### src/rtl/byte_mem_pkg.sv
// Shared types and helpers for the byte-addressable data memory unit.
package byte_mem_pkg;

  typedef enum logic [1:0] {
    SZ_B = 2'd0,
    SZ_H = 2'd1,
    SZ_W = 2'd2,
    SZ_D = 2'd3
  } size_e;

  typedef enum logic [1:0] {
    ST_IDLE  = 2'd0,
    ST_SPLIT = 2'd1,
    ST_RESP  = 2'd2
  } state_e;

  function automatic logic [3:0] size_bytes(input size_e size);
    case (size)
      SZ_B:    return 4'd1;
      SZ_H:    return 4'd2;
      SZ_W:    return 4'd4;
      SZ_D:    return 4'd8;
      default: return 4'd1;
    endcase
  endfunction

endpackage

### src/rtl/byte_mem_unit_ram.sv
// Word-organised storage with per-byte write enables and a registered read port.
module byte_lane_ram #(
  parameter int DATA_W = 64,
  parameter int WORDS  = 32
) (
  input  logic                       clock,
  input  logic [$clog2(WORDS)-1:0]   addr,
  input  logic [DATA_W/8-1:0]        we,
  input  logic [DATA_W-1:0]          wdata,
  output logic [DATA_W-1:0]          rdata
);

  logic [DATA_W-1:0] mem [WORDS];

  // Byte-enabled write and read-before-write registered read.
  always_ff @(posedge clock) begin
    for (int b = 0; b < DATA_W/8; b++) begin
      if (we[b]) begin
        mem[addr][8*b +: 8] <= wdata[8*b +: 8];
      end
    end
    rdata <= mem[addr];
  end

endmodule

### src/rtl/byte_mem_unit.sv
// Byte-addressable little-endian data memory; word-crossing accesses are split
// into two word beats by a small FSM.
module byte_mem_unit
  import byte_mem_pkg::*;
#(
  parameter int DATA_W = 64,
  parameter int DEPTH  = 256,
  parameter int ADDR_W = 64
) (
  input  logic              clock,
  input  logic              reset,
  input  logic              req_valid,
  output logic              req_ready,
  input  logic              req_write,
  input  logic [1:0]        req_size,
  input  logic              req_signed,
  input  logic [ADDR_W-1:0] address,
  input  logic [DATA_W-1:0] d_in,
  output logic              resp_valid,
  output logic              resp_error,
  output logic [DATA_W-1:0] d_out
);

  localparam int NB    = DATA_W / 8;
  localparam int OFF_W = $clog2(NB);
  localparam int BA_W  = $clog2(DEPTH);
  localparam int WORDS = DEPTH / NB;
  localparam int WA_W  = BA_W - OFF_W;

  state_e              state_r;
  size_e               size_r;
  logic                write_r, signed_r, err_r, split_r;
  logic [OFF_W-1:0]    off_r;
  logic [WA_W-1:0]     word_hi_r;
  logic [DATA_W-1:0]   wdata_hi_r, hold_r;
  logic [NB-1:0]       wmask_hi_r;

  logic [3:0]          nbytes_s;
  logic [OFF_W-1:0]    off_s;
  logic [WA_W-1:0]     word_s;
  logic [ADDR_W:0]     end_s;
  logic                err_s, split_s, accept_s;
  logic [2*NB-1:0]     mask2_s;
  logic [DATA_W-1:0]   dmask_s;
  logic [2*DATA_W-1:0] data2_s;

  logic [WA_W-1:0]     ram_addr_s;
  logic [NB-1:0]       ram_we_s;
  logic [DATA_W-1:0]   ram_wdata_s, ram_rdata_s;

  logic [2*DATA_W-1:0] wide_s, shifted_s;
  logic [DATA_W-1:0]   ext_s;
  logic                sign_s;
  int                  nbits_s;

  assign req_ready  = (state_r == ST_IDLE) && !reset;
  assign accept_s   = req_valid && req_ready;
  assign resp_valid = (state_r == ST_RESP);
  assign resp_error = (state_r == ST_RESP) && err_r;
  assign d_out      = ((state_r == ST_RESP) && !err_r && !write_r) ? ext_s : '0;

  // Request decode: legality, lane mask and lane-aligned store data over two words.
  always_comb begin
    nbytes_s = size_bytes(size_e'(req_size));
    off_s    = address[OFF_W-1:0];
    word_s   = address[BA_W-1:OFF_W];
    // The +1 bit keeps the end-address check free of overflow for huge addresses.
    end_s    = {1'b0, address} + {{(ADDR_W-3){1'b0}}, nbytes_s};
    err_s    = ({1'b0, nbytes_s} > 5'(NB)) || (end_s > (ADDR_W+1)'(DEPTH));
    mask2_s  = '0;
    for (int b = 0; b < 2*NB; b++) begin
      mask2_s[b] = (b >= int'(off_s)) && (b < int'(off_s) + int'(nbytes_s));
    end
    dmask_s = '0;
    for (int i = 0; i < DATA_W; i++) begin
      dmask_s[i] = (i < 8*int'(nbytes_s)) ? d_in[i] : 1'b0;
    end
    data2_s = {{DATA_W{1'b0}}, dmask_s} << {off_s, 3'b000};
    split_s = |mask2_s[2*NB-1:NB];
  end

  // RAM port: first beat from the live request, second beat from captured fields.
  always_comb begin
    ram_addr_s  = word_s;
    ram_we_s    = '0;
    ram_wdata_s = data2_s[DATA_W-1:0];
    if (reset) begin
      ram_we_s = '0;
    end else if (state_r == ST_SPLIT) begin
      ram_addr_s  = word_hi_r;
      ram_we_s    = write_r ? wmask_hi_r : '0;
      ram_wdata_s = wdata_hi_r;
    end else if (accept_s && !err_s && req_write) begin
      ram_we_s = mask2_s[NB-1:0];
    end else begin
      ram_we_s = '0;
    end
  end

  byte_lane_ram #(.DATA_W(DATA_W), .WORDS(WORDS)) u_ram (
    .clock (clock),
    .addr  (ram_addr_s),
    .we    (ram_we_s),
    .wdata (ram_wdata_s),
    .rdata (ram_rdata_s)
  );

  // Load assembly: realign the one or two words, then zero/sign extend.
  always_comb begin
    wide_s    = split_r ? {ram_rdata_s, hold_r} : {{DATA_W{1'b0}}, ram_rdata_s};
    shifted_s = wide_s >> {off_r, 3'b000};
    nbits_s   = 8 * int'(size_bytes(size_r));
    sign_s    = 1'b0;
    for (int i = 0; i < DATA_W; i++) begin
      if (i == nbits_s - 1) begin
        sign_s = shifted_s[i];
      end else begin
        sign_s = sign_s;
      end
    end
    ext_s = '0;
    for (int i = 0; i < DATA_W; i++) begin
      ext_s[i] = (i < nbits_s) ? shifted_s[i] : (signed_r & sign_s);
    end
  end

  // Control FSM and request capture.
  always_ff @(posedge clock) begin
    if (reset) begin
      state_r    <= ST_IDLE;
      size_r     <= SZ_B;
      write_r    <= 1'b0;
      signed_r   <= 1'b0;
      err_r      <= 1'b0;
      split_r    <= 1'b0;
      off_r      <= '0;
      word_hi_r  <= '0;
      wdata_hi_r <= '0;
      wmask_hi_r <= '0;
      hold_r     <= '0;
    end else begin
      case (state_r)
        ST_IDLE: begin
          if (accept_s) begin
            size_r     <= size_e'(req_size);
            write_r    <= req_write;
            signed_r   <= req_signed;
            err_r      <= err_s;
            split_r    <= split_s && !err_s;
            off_r      <= off_s;
            word_hi_r  <= word_s + {{(WA_W-1){1'b0}}, 1'b1};
            wdata_hi_r <= data2_s[2*DATA_W-1:DATA_W];
            wmask_hi_r <= mask2_s[2*NB-1:NB];
            state_r    <= (split_s && !err_s) ? ST_SPLIT : ST_RESP;
          end else begin
            state_r <= ST_IDLE;
          end
        end
        ST_SPLIT: begin
          hold_r  <= ram_rdata_s;
          state_r <= ST_RESP;
        end
        ST_RESP: state_r <= ST_IDLE;
        default: state_r <= ST_IDLE;
      endcase
    end
  end

endmodule

### config.mk
export PLATFORM = sky130hd
export DESIGN_NAME = byte_mem_unit
export DESIGN_NICKNAME = d
export VERILOG_FILES = /design/src/rtl/byte_mem_pkg.sv /design/src/rtl/byte_mem_unit_ram.sv /design/src/rtl/byte_mem_unit.sv
export SDC_FILE = /design/constraint.sdc
export NUM_CORES = 2
export LEC_CHECK = 0
export BUFFER_PORTS_ARGS = -buffer_cell sky130_fd_sc_hd__buf_2
export CELL_PAD_IN_SITES_DETAIL_PLACEMENT = 1
export CELL_PAD_IN_SITES_GLOBAL_PLACEMENT = 1
export CORE_ASPECT_RATIO = 1.25
export CORE_MARGIN = 1.5
export CORE_UTILIZATION = 35
export CTS_CLUSTER_SIZE = 14
export DETAILED_ROUTE_END_ITERATION = 8
export MAX_ROUTING_LAYER = met4
export PLACE_DENSITY_LB_ADDON = 0.1
export RECOVER_POWER = 100
export SETUP_SLACK_MARGIN = 0.02
export SYNTH_ARGS = -nofsm -noshare
export SYNTH_HDL_FRONTEND = slang
export SYNTH_SLANG_ARGS = --single-unit
### constraint.sdc
create_clock -name clock -period 6.55 [get_ports clock]
set_input_delay 0.9825 -clock clock [delete_from_list [all_inputs] [get_ports clock]]
set_output_delay 0.9825 -clock clock [all_outputs]
set_load 0.05 [all_outputs]
Word level (Yosys, flattened, before mapping)
Memories as Yosys holds them, arrays and structs flattened. A register that Yosys moved wholly into a read port is not among the register bits.
Cells that the tools add are included.
{"block": "word_totals", "register_bits": 152, "latch_bits": 0, "ram_bits": 2048, "rom_bits": 0, "in_bits": 135, "out_inout_bits": 67, "elab_cells": 492, "mem_count": 1}
{"memory": "u_ram.mem", "depth": 32, "word_bits": 64, "rd": 1, "rd_ports_with_merged_regs": 1, "wr": 1, "line": "byte_mem_unit_ram.sv:13", "source": "logic [DATA_W-1:0] mem [WORDS];"}
{"block": "op_classes", "addsub": 4, "mul": 0, "div": 0, "magnitude_cmp": 153, "eq_ne": 71, "shifts": 2, "n_mux": 223, "bitwise_logic": 1, "n_reduce_logical": 26}
{"operator": "$lt A6 B7 Y1 const A", "n": 64}
{"operator": "$eq A7 B8 Y1 const A", "n": 32}
{"operator": "$lt A5 B32 Y1 const A", "n": 7}
{"operator": "$lt A5 B7 Y1 const A", "n": 32}
{"operator": "$mux W1", "n": 208}
{"operator": "$mux W64", "n": 3}
{"operator": "$eq A6 B8 Y1 const A", "n": 16}
{"operator": "$lt A4 B32 Y1 const A", "n": 4}
{"operator": "$mux W128", "n": 1}
{"operator": "$shl A64 B6 Y128", "n": 1}
{"operator": "$shr A128 B6 Y64", "n": 1}
{"operator": "$lt A4 B7 Y1 const A", "n": 16}
{"operator": "$add A64 B4 Y65", "n": 1}
{"operator": "$gt A65 B9 Y1 const B", "n": 1}
{"operator": "$eq A5 B8 Y1 const A", "n": 8}
{"operator": "$lt A3 B32 Y1 const A", "n": 2}
{"operator": "$lt A3 B7 Y1 const A", "n": 8}
{"operator": "$eq A4 B8 Y1 const A", "n": 4}
{"operator": "$logic_not A32 Y1", "n": 1}
{"operator": "$lt A1 B32 Y1 const A", "n": 1}
{"operator": "$lt A2 B32 Y1 const A", "n": 1}
{"operator": "$mux W8", "n": 4}
{"operator": "$pmux W4 S4", "n": 2}
{"operator": "$lt A1 B7 Y1 const A", "n": 4}
{"operator": "other kinds (23)", "n": 58}

Depth between registers and ports, before layout
{"block": "depth", "ltp_word": 71, "ltp_mapped": 19, "ltp_nobuf": 14}

Hierarchy
Synthesis repeated with hierarchy kept, for this count alone.
{"block": "unflattened", "hier_cells": 6273, "area_unflattened_um2": 94241.6}
{"module": "byte_lane_ram", "n_inst": 1, "cells_per_inst": 4417, "area_per_inst_um2": 80631.1, "seq_area_each_um2": 62780.2}
{"module": "byte_mem_unit", "n_inst": 1, "cells_per_inst": 1856, "area_per_inst_um2": 13610.6, "seq_area_each_um2": 2882.8}

Least setup slack after synthesis
Ideal clock, no wire load.
{"block": "synth_timing", "path_type": "in2reg", "startpoint": "in req_size[1]", "endpoint": "mem u_ram.mem[10][0] (enable)", "setup_time_ns": 0.375, "arrival_time_ns": 5.647, "required_ns": 6.175, "path_slack_ns": 0.528, "path_stages": 17, "path_buffers": 6, "path_cell_list": "clkbuf_1 clkbuf_1 buf_1 clkbuf_1 nand2b_1 fa_1 nand2b_1 a21o_1 buf_2 or4_1 a211o_1 a2111oi_0 nand4_1 nor4_2 nand3_2 buf_6 a21oi_1"}
{"block": "synth_between", "elab_chain_cells": 13, "word_cells_on_any_way": 20, "classes_between": "2 x add/sub; 3 x order compare; 3 x eq/ne; 6 x mux; 6 x reduce/logical"}
{"item": "start: declaration", "line": "byte_mem_unit.sv:15", "source": "input logic [1:0] req_size,"}
{"item": "$eq A2 B2 Y1 (tied with other cells)"}
{"item": "$pmux W4 S4 *", "line": "byte_mem_pkg.sv:18", "source": "case (size)"}
{"item": "$add A64 B4 Y65", "line": "byte_mem_unit.sv:68", "source": "end_s = {1'b0, address} + {{(ADDR_W-3){1'b0}}, nbytes_s};"}
{"item": "$gt A65 B9 Y1", "line": "byte_mem_unit.sv:69", "source": "err_s = ({1'b0, nbytes_s} > 5'(NB)) || (end_s > (ADDR_W+1)'(DEPTH));"}
{"item": "$logic_or A1 B1 Y1", "line": "byte_mem_unit.sv:69"}
{"item": "$logic_not A1 Y1", "line": "byte_mem_unit.sv:93", "source": "end else if (accept_s && !err_s && req_write) begin"}
{"item": "$logic_and A1 B1 Y1 (2 in a row)", "line": "byte_mem_unit.sv:93"}
{"item": "$mux W8 *", "line": "byte_mem_unit.sv:93"}
{"item": "$mux W8 *", "line": "byte_mem_unit.sv:89", "source": "end else if (state_r == ST_SPLIT) begin"}
{"item": "$mux W8 *", "line": "byte_mem_unit.sv:87", "source": "if (reset) begin"}
{"item": "$mux W1 *", "line": "byte_mem_unit_ram.sv:18", "source": "if (we[b]) begin"}
{"item": "$mux W1 (not written as such) *", "line": "byte_mem_unit_ram.sv:19", "source": "mem[addr][8*b +: 8] <= wdata[8*b +: 8];"}
{"item": "end: declaration", "line": "byte_mem_unit_ram.sv:13"}
Mark *: on every way between the ends. The rest lies on a longest branch, timed or not.

Worst setup path in the final report
{"block": "layout_timing", "startpoint": "in reset", "endpoint": "mem u_ram.mem[0][2] (enable)"}
{"block": "layout_between", "elab_chain_cells": 10, "word_cells_on_any_way": 11, "classes_between": "6 x mux; 5 x reduce/logical"}
{"item": "start: declaration", "line": "byte_mem_unit.sv:11", "source": "input logic reset,"}
{"item": "$logic_not A1 Y1", "line": "byte_mem_unit.sv:56", "source": "assign req_ready = (state_r == ST_IDLE) && !reset;"}
{"item": "$logic_and A1 B1 Y1", "line": "byte_mem_unit.sv:56"}
{"item": "$logic_and A1 B1 Y1", "line": "byte_mem_unit.sv:57", "source": "assign accept_s = req_valid && req_ready;"}
{"item": "$logic_and A1 B1 Y1 (2 in a row)", "line": "byte_mem_unit.sv:93"}
{"item": "$mux W8", "line": "byte_mem_unit.sv:93"}
{"item": "$mux W8", "line": "byte_mem_unit.sv:89"}
{"item": "$mux W8", "line": "byte_mem_unit.sv:87"}
{"item": "$mux W1", "line": "byte_mem_unit_ram.sv:18"}
{"item": "$mux W1 (not written as such)", "line": "byte_mem_unit_ram.sv:19"}
Several ways; a longest one is shown, not always the timed one.

==> out/results.ini <==
[global_routing]
antenna_found_initial = 25
grt_pass1_vias = 58120
grt_pass1_wl_um = 479200
grt_max_degree = 84
track_usage_pct = 25.77
grt_remaining_overflow = 0

[routing]
ant_nets = 0
dr.pass1.iters = 5
vias_per_cell = 5.750
drt_iter0_markers = 5228
drc = 0
wl_per_cell_um = 35.26
wirelength_um = 341200
vias = 55640

[flow_run]
drv_cap = 15

[synth]
ys_async_sr_fraction_pct = 0
synth_fa_ha_area_share_pct = 0.1148
syn_area_um2 = 93710
synth_top_family_by_area = multiplexers
synth_ff_type = edfxtp_1
syn_avg_cell_area_um2 = 17.26
yosysSeqAreaShare_pct = 70.07
synth-xor-area-share_pct = 0.2430
yosys.area_share.simple_pct = 4.705
synth-edff-count = 2048
synth_nets = 5573
synthCells = 5430
synth.ff_latch_count = 2256
synth_compound_area_share_pct = 7.452
muxShareOfSynthArea_pct = 15.56
yosys_warnings = 0
yosysUniqueCellTypes = 73

[clock_network]
cts_setup_buffers = 0
clk_pin_slew_worst_paths_ps = 70
numCtsBuffers = 235
clock_sink_count = 2256
htreeDepth = 4
cts-root-buf = clkbuf_16
worstSkewPairLatency_ps = 900
cts_resized = 0
cts_tree = done
cts_buffer_depth = 4
cts_hold_buf = 0

[floorplanning]
core_area_um2 = 266600
die_w_um = 465.8
die_area_um2 = 270900
num_io_pins = 202
initial_utilization_pct = 35.15
die_h_um = 581.5
rows = 212

[outcome]
violations = max-capacitance violations, max-slew violations
status = complete, but fails checks

[final_layout]
layout_common_cells = edfxtp_1 (2048), mux4_2 (586), a21oi_1 (472)
final_common_cell = edfxtp_1
design_area_um2 = 108800
nNetsFinal = 6089
drive_gt1_share_pct = 25.37
area_delta_synth_final_pct = 16.16

[timing]
tightest_slew_ps = 3602
fin_crit_ps = 6047
setup_viol = 0
grt_setup_unrepaired = false
hold_violations = 0
slew_headroom_pct = -140.1
slew_viol_final = 547
finalClockSkew_ps = 51.38
fmaxAchievable_mhz = 165.4
setup_tns_ps = 0
fin_crit_sh_pct = 92.32

[setup_path]
max_stage_delay_ps = 1450
slowest_stage = a21o_1
cp-start-kind = input pin
crit_type = input pin to register
r2r-start = state_r[0]$_SDFF_PP0_
crit_required_ps = 7180
cp.arrival_ps = 6680
crit_chain = buf_4 -> nor2_1 -> and2_4 -> a21o_1 -> clkbuf_2 -> nor2_1 -> nand2_1 -> clkbuf_1 -> a21oi_1 -> buf_4
cp-end-kind = register
critPathMaxFanout = 37
crit_start = reset

[placement]
place_area_um2 = 102000
gp_congestion = 0.8603
dp_hpwl_um = 231300
numPortBuffers = 201

[power_and_ir_drop]
vdd_drop_max_mv = 0.2108
power_density_nw_per_um2 = 292.8
cellLeakagePower_nw = 30.89

[min_path]
holdCritPathClass = input pin to register
hold_start = d_in[59]

worst max-delay path: cells and delay by family:
| kind | cells | cell delay [ps] |
|---|---|---|
| AO/OA/AOI/OAI | 2 | 1550 |
| AND/OR/NAND/NOR | 4 | 1730 |
| buffers and inverters | 4 | 2300 |
path summary, 6_finish.rpt:
kind / to / slack, ps / depth (start not counted)
min: wdata_hi_r[19]$_SDFFE_PP0P_ / 370 / 3
max: u_ram.mem[0][2]$_DFFE_PP_ / 500 / 10
max reg2reg: u_ram.mem[0][2]$_DFFE_PP_ / 520 / 8
min reg2reg: wdata_hi_r[45]$_SDFFE_PP0P_ / 460 / 2
synthesized netlist by cell type (all sizes together) (13+ instances only):
| cell type | count | area share (%) |
|---|---|---|
| clkbuf | 256 | 1.0 |
| a21oi | 487 | 2.6 |
| nand3 | 53 | 0.33 |
| xor2 | 13 | 0.12 |
| a211oi | 48 | 0.38 |
| a21o | 19 | 0.15 |
| mux4 | 586 | 14 |
| edfxtp | 2048 | 66 |
| o21a | 30 | 0.24 |
| a31oi | 23 | 0.15 |
| mux2 | 64 | 0.77 |
| nor2 | 237 | 0.95 |
| nor3 | 42 | 0.24 |
| nand2b | 23 | 0.15 |
| inv | 20 | 0.080 |
| and3 | 17 | 0.11 |
| a22oi | 258 | 2.1 |
| dfxtp | 208 | 4.4 |
| or4 | 20 | 0.16 |
| and2 | 24 | 0.16 |
| o21ai | 69 | 0.37 |
| nand2 | 334 | 1.3 |
| mux2i | 66 | 0.70 |
| nand4 | 77 | 0.52 |
| nor2b | 13 | 0.087 |
| a22o | 84 | 0.79 |
| buf | 135 | 0.75 |
| nor4 | 40 | 0.34 |
| xnor2 | 13 | 0.12 |
report_power, final:
part | total, mW | internal [mW] | switching (mW)
Combinational | 2.29 | 0.684 | 1.60
Sequential | 16.0 | 15.8 | 0.149
Clock | 13.6 | 7.85 | 5.78
metrics by stage:
stage | setup WS [ps] | hold WS, ps | util [%] | instances | power, mW
2_1_floorplan | 527.9 | 432.1 | - | 5430 | 17.35
5_1_grt | 412.2 | 343.8 | 40.83 | 9675 | 32.75
6_report | 503.1 | 373.1 | 40.83 | 9677 | 31.87
3_5_place_dp | 111.4 | 451.2 | 38.27 | 9240 | 18.60
3_3_place_gp | 192.0 | 439.4 | 38.27 | 9240 | 18.59
4_1_cts | 808.1 | 306.5 | 41.17 | 9665 | 32.23
registers in the layout (all words and copies together) (netlist names), 2 cells and up:
| register | cells |
|---|---|
| hold_r | 64 |
| off_r | 3 |
| size_r | 2 |
| state_r | 2 |
| u_ram.mem | 2048 |
| u_ram.rdata | 64 |
| wdata_hi_r | 56 |
| wmask_hi_r | 8 |
| word_hi_r | 5 |
cell families (layout without fill, tap and decap cells):
logic type / Yosys count / in the layout
other: 0 / 12
flip-flops: 2256 / 2256
AND/OR/NAND/NOR: 919 / 919
buffers and inverters: 411 / 1115
XOR/XNOR: 26 / 26
adder cells (fa/ha/maj): 8 / 8
AO/OA/AOI/OAI: 1094 / 1094
multiplexers: 716 / 716
final cells by class:
cell class	instances	area [µm²]
Sequential cell	2256	65680
Timing Repair Buffer	670	4178
Multi-Input combinational cell	2763	26750
Inverter	20	75.07
Antenna cell	12	30.03
Clock buffer	289	6320
Fill cell	25960	157700
Tap cell	3531	4418
Clock inverter	136	1400
layer usage:
metal	global-route usage, %	wire length [µm]	share of wire [%]	vias to the layer above
met5	-	0	0	-
met4	6.934	9717	2.8	0
met3	3.125	16170	4.7	432
met2	43.42	174100	51	1681
met1	32.88	141200	41	30240
li1	-	-	-	23290
No activity file was read; power rests on OpenSTA's default activity.
